**src/rtl/div_mm_sequencer.sv**
```systemverilog
// div_mm_sequencer
// Avalon-MM master that runs one full divide on the memory-mapped divider
// for each operand pair taken from a valid/ready stream. It returns the
// quotient and remainder on a valid/ready output stream.
// Sequence: clear done, write dividend, write divisor, start,
// wait for irq, read quotient, read remainder, present result.
// Optional feature macro: DIV_ZERO_BYPASS_EN. When it is defined, a zero
// divisor skips the bus entirely and returns an error result at once.
module div_mm_sequencer #(
    parameter int W       = 32,
    parameter int TMO_CYC = 255,
    parameter int TMO_W   = 8
) (
    input  logic         clk,
    input  logic         reset,
    input  logic         in_valid,
    output logic         in_ready,
    input  logic [W-1:0] in_dvnd,
    input  logic [W-1:0] in_dvsr,
    output logic         out_valid,
    input  logic         out_ready,
    output logic [W-1:0] out_quo,
    output logic [W-1:0] out_rmd,
    output logic         out_err,
    output logic [2:0]   m_address,
    output logic         m_chipselect,
    output logic         m_write,
    output logic [W-1:0] m_writedata,
    input  logic [W-1:0] m_readdata,
    input  logic         m_irq,
    output logic         busy
);

    typedef enum logic [3:0] {
        S_IDLE,
        S_CLR,
        S_WDVND,
        S_WDVSR,
        S_START,
        S_WAIT,
        S_RQUO,
        S_RRMD,
        S_OUT
    } state_t;

    // Last counter value allowed in WAIT before the operation is abandoned.
    localparam logic [TMO_W-1:0] TMO_LAST = TMO_W'(TMO_CYC - 1);

    state_t           state_reg;
    state_t           state_next;
    logic [W-1:0]     dvnd_reg;
    logic [W-1:0]     dvsr_reg;
    logic [W-1:0]     quo_reg;
    logic [W-1:0]     rmd_reg;
    logic             err_reg;
    logic [TMO_W-1:0] tmo_reg;
    logic             accept;
    logic             tmo_hit;

    assign accept  = in_valid && (state_reg == S_IDLE);
    // irq wins over a timeout that lands on the same cycle.
    assign tmo_hit = (state_reg == S_WAIT) && !m_irq && (tmo_reg == TMO_LAST);

    assign out_quo = quo_reg;
    assign out_rmd = rmd_reg;
    assign out_err = err_reg;

    // State register plus operand, result and timeout registers.
    always_ff @(posedge clk or posedge reset) begin
        if (reset) begin
            state_reg <= S_IDLE;
            dvnd_reg  <= '0;
            dvsr_reg  <= '0;
            quo_reg   <= '0;
            rmd_reg   <= '0;
            err_reg   <= 1'b0;
            tmo_reg   <= '0;
        end else begin
            state_reg <= state_next;
            case (state_reg)
                S_IDLE: begin
                    if (accept) begin
                        dvnd_reg <= in_dvnd;
                        dvsr_reg <= in_dvsr;
                        err_reg  <= 1'b0;
`ifdef DIV_ZERO_BYPASS_EN
                        if (in_dvsr == '0) begin
                            quo_reg <= '1;
                            rmd_reg <= in_dvnd;
                            err_reg <= 1'b1;
                        end
`endif
                    end
                end
                S_START: tmo_reg <= '0;
                S_WAIT: begin
                    tmo_reg <= tmo_reg + TMO_W'(1);
                    if (tmo_hit) begin
                        quo_reg <= '0;
                        rmd_reg <= '0;
                        err_reg <= 1'b1;
                    end
                end
                S_RQUO: quo_reg <= m_readdata;
                S_RRMD: rmd_reg <= m_readdata;
                default: ;
            endcase
        end
    end

    // Next-state decode and bus/stream outputs, all decoded from the current state.
    always_comb begin
        state_next   = state_reg;
        in_ready     = 1'b0;
        out_valid    = 1'b0;
        m_chipselect = 1'b0;
        m_write      = 1'b0;
        m_address    = 3'd0;
        m_writedata  = '0;
        busy         = (state_reg != S_IDLE);
        case (state_reg)
            S_IDLE: begin
                in_ready = 1'b1;
                if (in_valid) begin
`ifdef DIV_ZERO_BYPASS_EN
                    state_next = (in_dvsr == '0) ? S_OUT : S_CLR;
`else
                    state_next = S_CLR;
`endif
                end
            end
            S_CLR: begin
                m_chipselect = 1'b1;
                m_write      = 1'b1;
                m_address    = 3'd6;
                state_next   = S_WDVND;
            end
            S_WDVND: begin
                m_chipselect = 1'b1;
                m_write      = 1'b1;
                m_address    = 3'd0;
                m_writedata  = dvnd_reg;
                state_next   = S_WDVSR;
            end
            S_WDVSR: begin
                m_chipselect = 1'b1;
                m_write      = 1'b1;
                m_address    = 3'd1;
                m_writedata  = dvsr_reg;
                state_next   = S_START;
            end
            S_START: begin
                m_chipselect = 1'b1;
                m_write      = 1'b1;
                m_address    = 3'd2;
                state_next   = S_WAIT;
            end
            S_WAIT: begin
                m_address = 3'd5;
                if (m_irq) begin
                    state_next = S_RQUO;
                end else if (tmo_hit) begin
                    state_next = S_OUT;
                end
            end
            S_RQUO: begin
                m_chipselect = 1'b1;
                m_address    = 3'd3;
                state_next   = S_RRMD;
            end
            S_RRMD: begin
                m_chipselect = 1'b1;
                m_address    = 3'd4;
                state_next   = S_OUT;
            end
            S_OUT: begin
                out_valid = 1'b1;
                if (out_ready) begin
                    state_next = S_IDLE;
                end
            end
            default: state_next = S_IDLE;
        endcase
    end

endmodule

```
**config.mk**
```make
export PLATFORM = sky130hd
export DESIGN_NAME = div_mm_sequencer
export DESIGN_NICKNAME = d
export VERILOG_FILES = /design/src/rtl/div_mm_sequencer.sv
export SDC_FILE = /design/constraint.sdc
export NUM_CORES = 1
export LEC_CHECK = 0
export ABC_AREA = 1
export CAP_MARGIN = 15
export CORE_ASPECT_RATIO = 1.4
export CORE_MARGIN = 3
export CORE_UTILIZATION = 45
export CTS_CLUSTER_DIAMETER = 100
export DETAILED_ROUTE_END_ITERATION = 16
export DONT_BUFFER_PORTS = 1
export HOLD_SLACK_MARGIN = 0.03
export PLACE_DENSITY_LB_ADDON = 0.3
export SYNTH_ARGS = -nofsm -noshare
export SYNTH_HDL_FRONTEND = slang
export SYNTH_SLANG_ARGS = --single-unit
```
**constraint.sdc**
```tcl
create_clock -name clk -period 4.2 [get_ports clk]
set_input_delay 0.63 -clock clk [delete_from_list [all_inputs] [get_ports clk]]
set_output_delay 0.63 -clock clk [all_outputs]
set_load 0.05 [all_outputs]
```
### After elaboration in Yosys (flattened, before gate mapping)

Index checks and enable logic that the tools add are counted.

| storage, ports and cells | value |
|---|---|
| bits in registers | 141 |
| input bits | 101 |
| output and inout bits | 105 |
| logic and storage cells | 57 |

| operators by class | value |
|---|---|
| add/subtract/negate cells | 1 |
| equality and inequality tests | 14 |
| multiplexer cells | 18 |
| reductions and logical operators | 17 |

Operator list:

| kind | count |
|---|---|
| $pmux W32 S2 | 3 |
| $pmux W4 S9 | 1 |
| $mux W32 | 1 |
| $pmux W3 S6 | 1 |
| $eq A4 B3 Y1 const B | 4 |
| $mux W4 | 4 |
| $pmux W8 S2 | 1 |
| $add A8 B1 Y8 const B | 1 |
| $eq A4 B2 Y1 const B | 2 |
| $eq A8 B8 Y1 const B | 1 |
| $ne A2 B2 Y1 const B | 4 |
| $reduce_bool A2 Y1 | 4 |
| $mux W1 | 6 |
| $reduce_and A2 Y1 | 3 |
| $reduce_and A3 Y1 | 2 |
| $reduce_or A6 Y1 | 1 |
| $eq A4 B1 Y1 const B | 1 |
| $eq A4 B4 Y1 const B | 1 |
| $logic_not A4 Y1 | 1 |
| $reduce_bool A4 Y1 | 1 |
| $reduce_or A4 Y1 | 1 |
| $logic_and A1 B1 Y1 | 3 |
| $ne A3 B3 Y1 const B | 1 |
| $pmux W1 S2 | 1 |
| $logic_not A1 Y1 | 1 |

### Longest topological paths before layout

| depth | value |
|---|---|
| depth in word-level cells | 6 |
| mapped depth | 10 |
| depth with buffers taken out | 9 |

### Least setup slack after synthesis

No wires, ideal clock.

| timing path | value |
|---|---|
| path type | register -> output |
| from | register state_reg[0] |
| to | output port m_writedata[0] |
| data arrival time | 2.002 ns |
| setup slack | 1.568 ns |
| stages on the path, launching flop included | 5 |
| buffers on the path | 0 |
| cells stage by stage | dfrtp_1 > nand2_1 > nor3_4 > inv_2 > o21ai_0 |

| between the ends | value |
|---|---|
| longest elaborated chain between the ends | 2 |
| elaborated cells between the ends (all ways) | 3 |
| those cells by class | 2 x eq/ne; 1 x mux |

Ends and longest elaborated chain:

| item | RTL line | text |
|---|---|---|
| from (decl) | 49 | `state_t state_reg;` |
| from (signal assigned) | 79 | `state_reg <= state_next;` |
| $eq A4 B2 Y1 | 121 | `case (state_reg)` |
| $pmux W32 S2 * | 121 |  |
| to (decl) | 28 | `output logic [W-1:0] m_writedata,` |

Every way passes the cells marked *; elsewhere a longest branch is shown, timed or not.

### Worst setup path after layout

| timing path | value |
|---|---|
| from | register state_reg[1] |
| to | output port m_writedata[6] |

Same word-level chain as after synthesis.

==> impl_results.html <==
<table>
<tr><th>Metric</th><th>Value</th></tr>
<tr><th colspan="2">Global routing</th></tr>
<tr><td>First-pass GRT wire length</td><td>24300 um</td></tr>
<tr><td>Antenna violations before repair</td><td>1</td></tr>
<tr><td>Global router's overall resource usage</td><td>0.207</td></tr>
<tr><td>Overflow after GRT</td><td>0</td></tr>
<tr><td>Vias in the first global route</td><td>4617</td></tr>
<tr><td>Largest net degree at the start of global routing</td><td>142</td></tr>
<tr><th colspan="2">Logic synthesis</th></tr>
<tr><td>Synth unique cells</td><td>27</td></tr>
<tr><td>Syn Inst Count</td><td>705</td></tr>
<tr><td>Simple-gate share of the synthesized area</td><td>0.285</td></tr>
<tr><td>Portion of the post-synthesis area used by sequential elements</td><td>0.589</td></tr>
<tr><td>Largest family of logic cells by synthesized area</td><td>simple AND/OR/NAND/NOR gates</td></tr>
<tr><td>Fraction of the mapped netlist area in compound gates</td><td>0.0712</td></tr>
<tr><td>Synthesized area per cell</td><td>8.50 sq um</td></tr>
<tr><td>Share of flip-flops with an asynchronous set or reset after synthesis</td><td>1.00</td></tr>
<tr><td>Number of warnings issued by yosys</td><td>0</td></tr>
<tr><td>Primary FF master, synth</td><td>sky130_fd_sc_hd__dfrtp_1</td></tr>
<tr><td>Area share of xor/xnor cells in the synthesized design</td><td>0.00292</td></tr>
<tr><td>Number of storage elements in the synthesis netlist</td><td>141</td></tr>
<tr><td>Number of flops mapped to enable cells by yosys</td><td>0</td></tr>
<tr><td>Portion of netlist area occupied by mux cells</td><td>0</td></tr>
<tr><td>Mapped Area</td><td>5990 sq um</td></tr>
<tr><td>Syn_nets</td><td>808</td></tr>
<tr><td>Post-synthesis adder-cell area fraction</td><td>0.00418</td></tr>
<tr><th colspan="2">Worst setup path</th></tr>
<tr><td>Crit-path max cell delay</td><td>0.72 ns</td></tr>
<tr><td>Crit path arrival time</td><td>2.69 ns</td></tr>
<tr><td>Worst path required time</td><td>3.57 ns</td></tr>
<tr><td>Worst Path Max Fanout</td><td>32</td></tr>
<tr><td>Cell-by-cell listing of the critical path</td><td>inv_1 -&gt; nor2_1 -&gt; nand2_1 -&gt; inv_1 -&gt; nand2_1 -&gt; o21ai_1</td></tr>
<tr><td>Type of destination of the critical path</td><td>output port</td></tr>
<tr><td>CP max stage cell</td><td>sky130_fd_sc_hd__inv_1</td></tr>
<tr><td>Crit-path leading delay family</td><td>buffers and inverters</td></tr>
<tr><td>Internal reg-to-reg setup slack</td><td>1.96 ns</td></tr>
<tr><td>Worst path buffer plus inverter count</td><td>2</td></tr>
<tr><td>Kind of start point of the critical path</td><td>flop</td></tr>
<tr><td>Category of the most critical setup path</td><td>reg -&gt; out</td></tr>
<tr><th colspan="2">Outcome</th></tr>
<tr><td>Result of the run</td><td>finished clean</td></tr>
<tr><th colspan="2">Pwr</th></tr>
<tr><td>Power density normalized to cell area</td><td>1010 nW/um^2</td></tr>
<tr><td>Max IR drop VDD</td><td>0.484 mV</td></tr>
<tr><td>P_sw</td><td>3560 uW</td></tr>
<tr><td>Internal</td><td>3240 uW</td></tr>
<tr><td>Sequential cell fraction of total power</td><td>0.488</td></tr>
<tr><td>Clock network fraction of design power</td><td>0.212</td></tr>
<tr><td>Total power consumption of the routed design</td><td>6800 uW</td></tr>
<tr><td>Combinational fraction of design power</td><td>0.300</td></tr>
<tr><td>Leakage Power</td><td>0.00354 uW</td></tr>
<tr><td>Switching Fraction</td><td>0.523</td></tr>
<tr><th colspan="2">Placement</th></tr>
<tr><td>Post-Place Cells</td><td>856</td></tr>
<tr><td>DP HPWL</td><td>10500 um</td></tr>
<tr><td>Final weighted congestion of routability-driven global placement</td><td>0.889</td></tr>
<tr><td>Number of buffers added on ports</td><td>0</td></tr>
<tr><th colspan="2">Finish</th></tr>
<tr><td>Antenna diode instance count</td><td>0</td></tr>
<tr><td>P&amp;R area growth vs syn</td><td>12.3%</td></tr>
<tr><td>Net count of the finished layout</td><td>801</td></tr>
<tr><td>Share of cells above drive strength 1</td><td>0.0830</td></tr>
<tr><td>Number of standard cells in the layout, taps in and fillers out</td><td>889</td></tr>
<tr><td>Number of fill cells</td><td>1178</td></tr>
<tr><th colspan="2">Worst hold path</th></tr>
<tr><td>Path class of the lowest-slack min-delay path</td><td>in -&gt; async</td></tr>
<tr><th colspan="2">Floorplanning</th></tr>
<tr><td>Die Outline Area</td><td>14800 sq um</td></tr>
<tr><td>Core region area</td><td>12900 sq um</td></tr>
<tr><td>Number of cell rows</td><td>49</td></tr>
<tr><td>Initial core utilization</td><td>0.463</td></tr>
<tr><td>Horizontal extent of the die</td><td>104 um</td></tr>
<tr><td>Height of the die</td><td>143 um</td></tr>
<tr><td>Count of pins on the block boundary</td><td>206</td></tr>
<tr><th colspan="2">Timing</th></tr>
<tr><td>Clock period minus worst slack</td><td>3.32 ns</td></tr>
<tr><td>Headroom to the max-slew limit</td><td>0.165</td></tr>
<tr><td>Worst Max-Slew Pin Slew</td><td>1.25 ns</td></tr>
<tr><td>Final hold violations</td><td>0</td></tr>
<tr><td>Final Cycle Share</td><td>0.789</td></tr>
<tr><td>Final Max Slew Viols</td><td>0</td></tr>
<tr><td>Total Neg Setup Slack</td><td>0 ns</td></tr>
<tr><td>Worst clock skew on the final layout</td><td>0.0148 ns</td></tr>
<tr><td>Upper clock frequency limit</td><td>302 MHz</td></tr>
<tr><td>Final count of negative-setup-slack endpoints</td><td>0</td></tr>
<tr><td>Setup repair after global routing missed its margin</td><td>false</td></tr>
<tr><th colspan="2">Clocking</th></tr>
<tr><td>Clock Root Buffer</td><td>sky130_fd_sc_hd__clkbuf_16</td></tr>
<tr><td>Post-CTS Setup Repair Bufs</td><td>0</td></tr>
<tr><td>H-tree levels</td><td>4</td></tr>
<tr><td>Number of buffers added by the clock tree synthesis step</td><td>17</td></tr>
<tr><td>Resized cells post-CTS</td><td>0</td></tr>
<tr><td>Maximum buffer depth of the clock tree</td><td>2</td></tr>
<tr><td>Num Clock Sinks</td><td>141</td></tr>
<tr><td>Clock latency at the later pin of the worst-skew pair</td><td>0.41 ns</td></tr>
<tr><td>Clock-pin slew of the registers on the worst-case setup and hold paths</td><td>0.06 ns</td></tr>
<tr><td>TritonCTS clock tree</td><td>built</td></tr>
<tr><td>Number of buffers inserted for hold repair after clock tree synthesis</td><td>0</td></tr>
<tr><th colspan="2">Drt</th></tr>
<tr><td>Drt via density</td><td>5.26</td></tr>
<tr><td>Routed len/inst</td><td>17.1 um</td></tr>
<tr><td>Residual DRC</td><td>0</td></tr>
<tr><td>Number of DRC markers after the initial detailed-route iteration</td><td>388</td></tr>
<tr><td>Routed via count</td><td>4678</td></tr>
<tr><td>Final wirelength</td><td>15200 um</td></tr>
<tr><td>Pre-Repair DR Iteration Count</td><td>5</td></tr>
<tr><td>Antenna viol nets, final</td><td>0</td></tr>
<tr><th colspan="2">Flow run</th></tr>
<tr><td>Number of max-cap violations</td><td>0</td></tr>
</table>
[worst reg2reg max path, cell delays in order (launching register included)]
cell and delay, ns:
sky130_fd_sc_hd__dfrtp_1 0.48, sky130_fd_sc_hd__nor2_2 0.22, sky130_fd_sc_hd__nand2_1 0.41, sky130_fd_sc_hd__inv_2 0.17, sky130_fd_sc_hd__buf_4 0.54, sky130_fd_sc_hd__nand3_1 0.22, sky130_fd_sc_hd__nand2_1 0.13
[synthesized netlist by cell type, types with 6 or more instances]
master	count	share of area
sky130_fd_sc_hd__a21oi_1	16	0.013
sky130_fd_sc_hd__a22o_1	17	0.025
sky130_fd_sc_hd__buf_2	15	0.013
sky130_fd_sc_hd__buf_4	6	0.0075
sky130_fd_sc_hd__clkbuf_1	16	0.010
sky130_fd_sc_hd__dfrtp_1	141	0.59
sky130_fd_sc_hd__inv_1	22	0.014
sky130_fd_sc_hd__inv_2	6	0.0038
sky130_fd_sc_hd__nand2_1	333	0.21
sky130_fd_sc_hd__nand3_1	54	0.045
sky130_fd_sc_hd__nor2_1	30	0.019
sky130_fd_sc_hd__o21ai_0	20	0.017
sky130_fd_sc_hd__o21ai_1	9	0.0075
[layer usage]
metal / GRT usage / up-vias / share of wire / wire (um)
li1: - / 2222 / - / -
met1: 0.243 / 2188 / 0.38 / 5810
met2: 0.347 / 245 / 0.50 / 7540
met3: 0.0740 / 21 / 0.10 / 1530
met4: 0.0875 / 2 / 0.018 / 278
met5: 0 / - / 0.00086 / 13
[layout by cell type, fill, tap and decap left out, drive strengths merged, types with 3 or more instances in the layout]
cell type  netlist  layout
nand3           54      54
dfrtp          141     141
a21oi           16      16
a22o            17      17
o21ai           29      29
nor2            31      31
clkinv           0       3
clkinvlp         0       5
buf             21      11
inv             28      32
clkbuf          16      19
nand2          337     337
[through the flow]
step | utilization | instance area, sq um | worst slack (ns) | hold WS, ns
6_report | 0.520 | 6730 | 0.884 | 0.295
5_1_grt | 0.520 | 6730 | 0.665 | 0.306
4_1_cts | 0.519 | 6710 | 0.901 | 0.294
3_5_place_dp | 0.474 | 6130 | 1.35 | 0.459
3_3_place_gp | 0.474 | 6130 | 1.51 | 0.457
2_1_floorplan | - | 5990 | 1.57 | 0.442
[power by group through the flow]
stage,logic (uW),registers [uW],clock network (uW)
after floorplan,1730,3200,0
after global placement,1980,3330,0
after detailed placement,2050,3340,0
after CTS,2040,3320,1490
after global routing,2270,3390,1540
final,2040,3320,1440
[final timing paths]
path	from	endpoint	depth (start not counted)
min in group clk	m_irq	out_err	1
max in group asynchronous	reset	dvnd_reg[5]	2
min reg2reg	dvnd_reg[27]	dvnd_reg[27]	2
max reg2reg	state_reg[2]	dvnd_reg[13]	6
max	state_reg[1]	m_writedata[6]	6
min	reset	dvnd_reg[19]	2
[cells by family after synthesis]
kind of cell | Yosys count
and+or+nand+nor | 427
DFF | 141
AOI/OAI and AO/OA | 68
buffers and inverters | 65
xor gates and xnor gates | 2
adders and majority gates | 2
[layout make-up]
class                           count  area [sq um]  share of cell area
Clock buffer                       19           443              0.0658
Clock inverter                     13           133              0.0197
Inverter                           28           109              0.0162
Multi-Input combinational cell    499          2180               0.325
Sequential cell                   141          3530               0.524
Tap cell                          178           223              0.0331
Timing Repair Buffer               11           108              0.0160
Note: power is estimated with default switching activity, not from simulation.
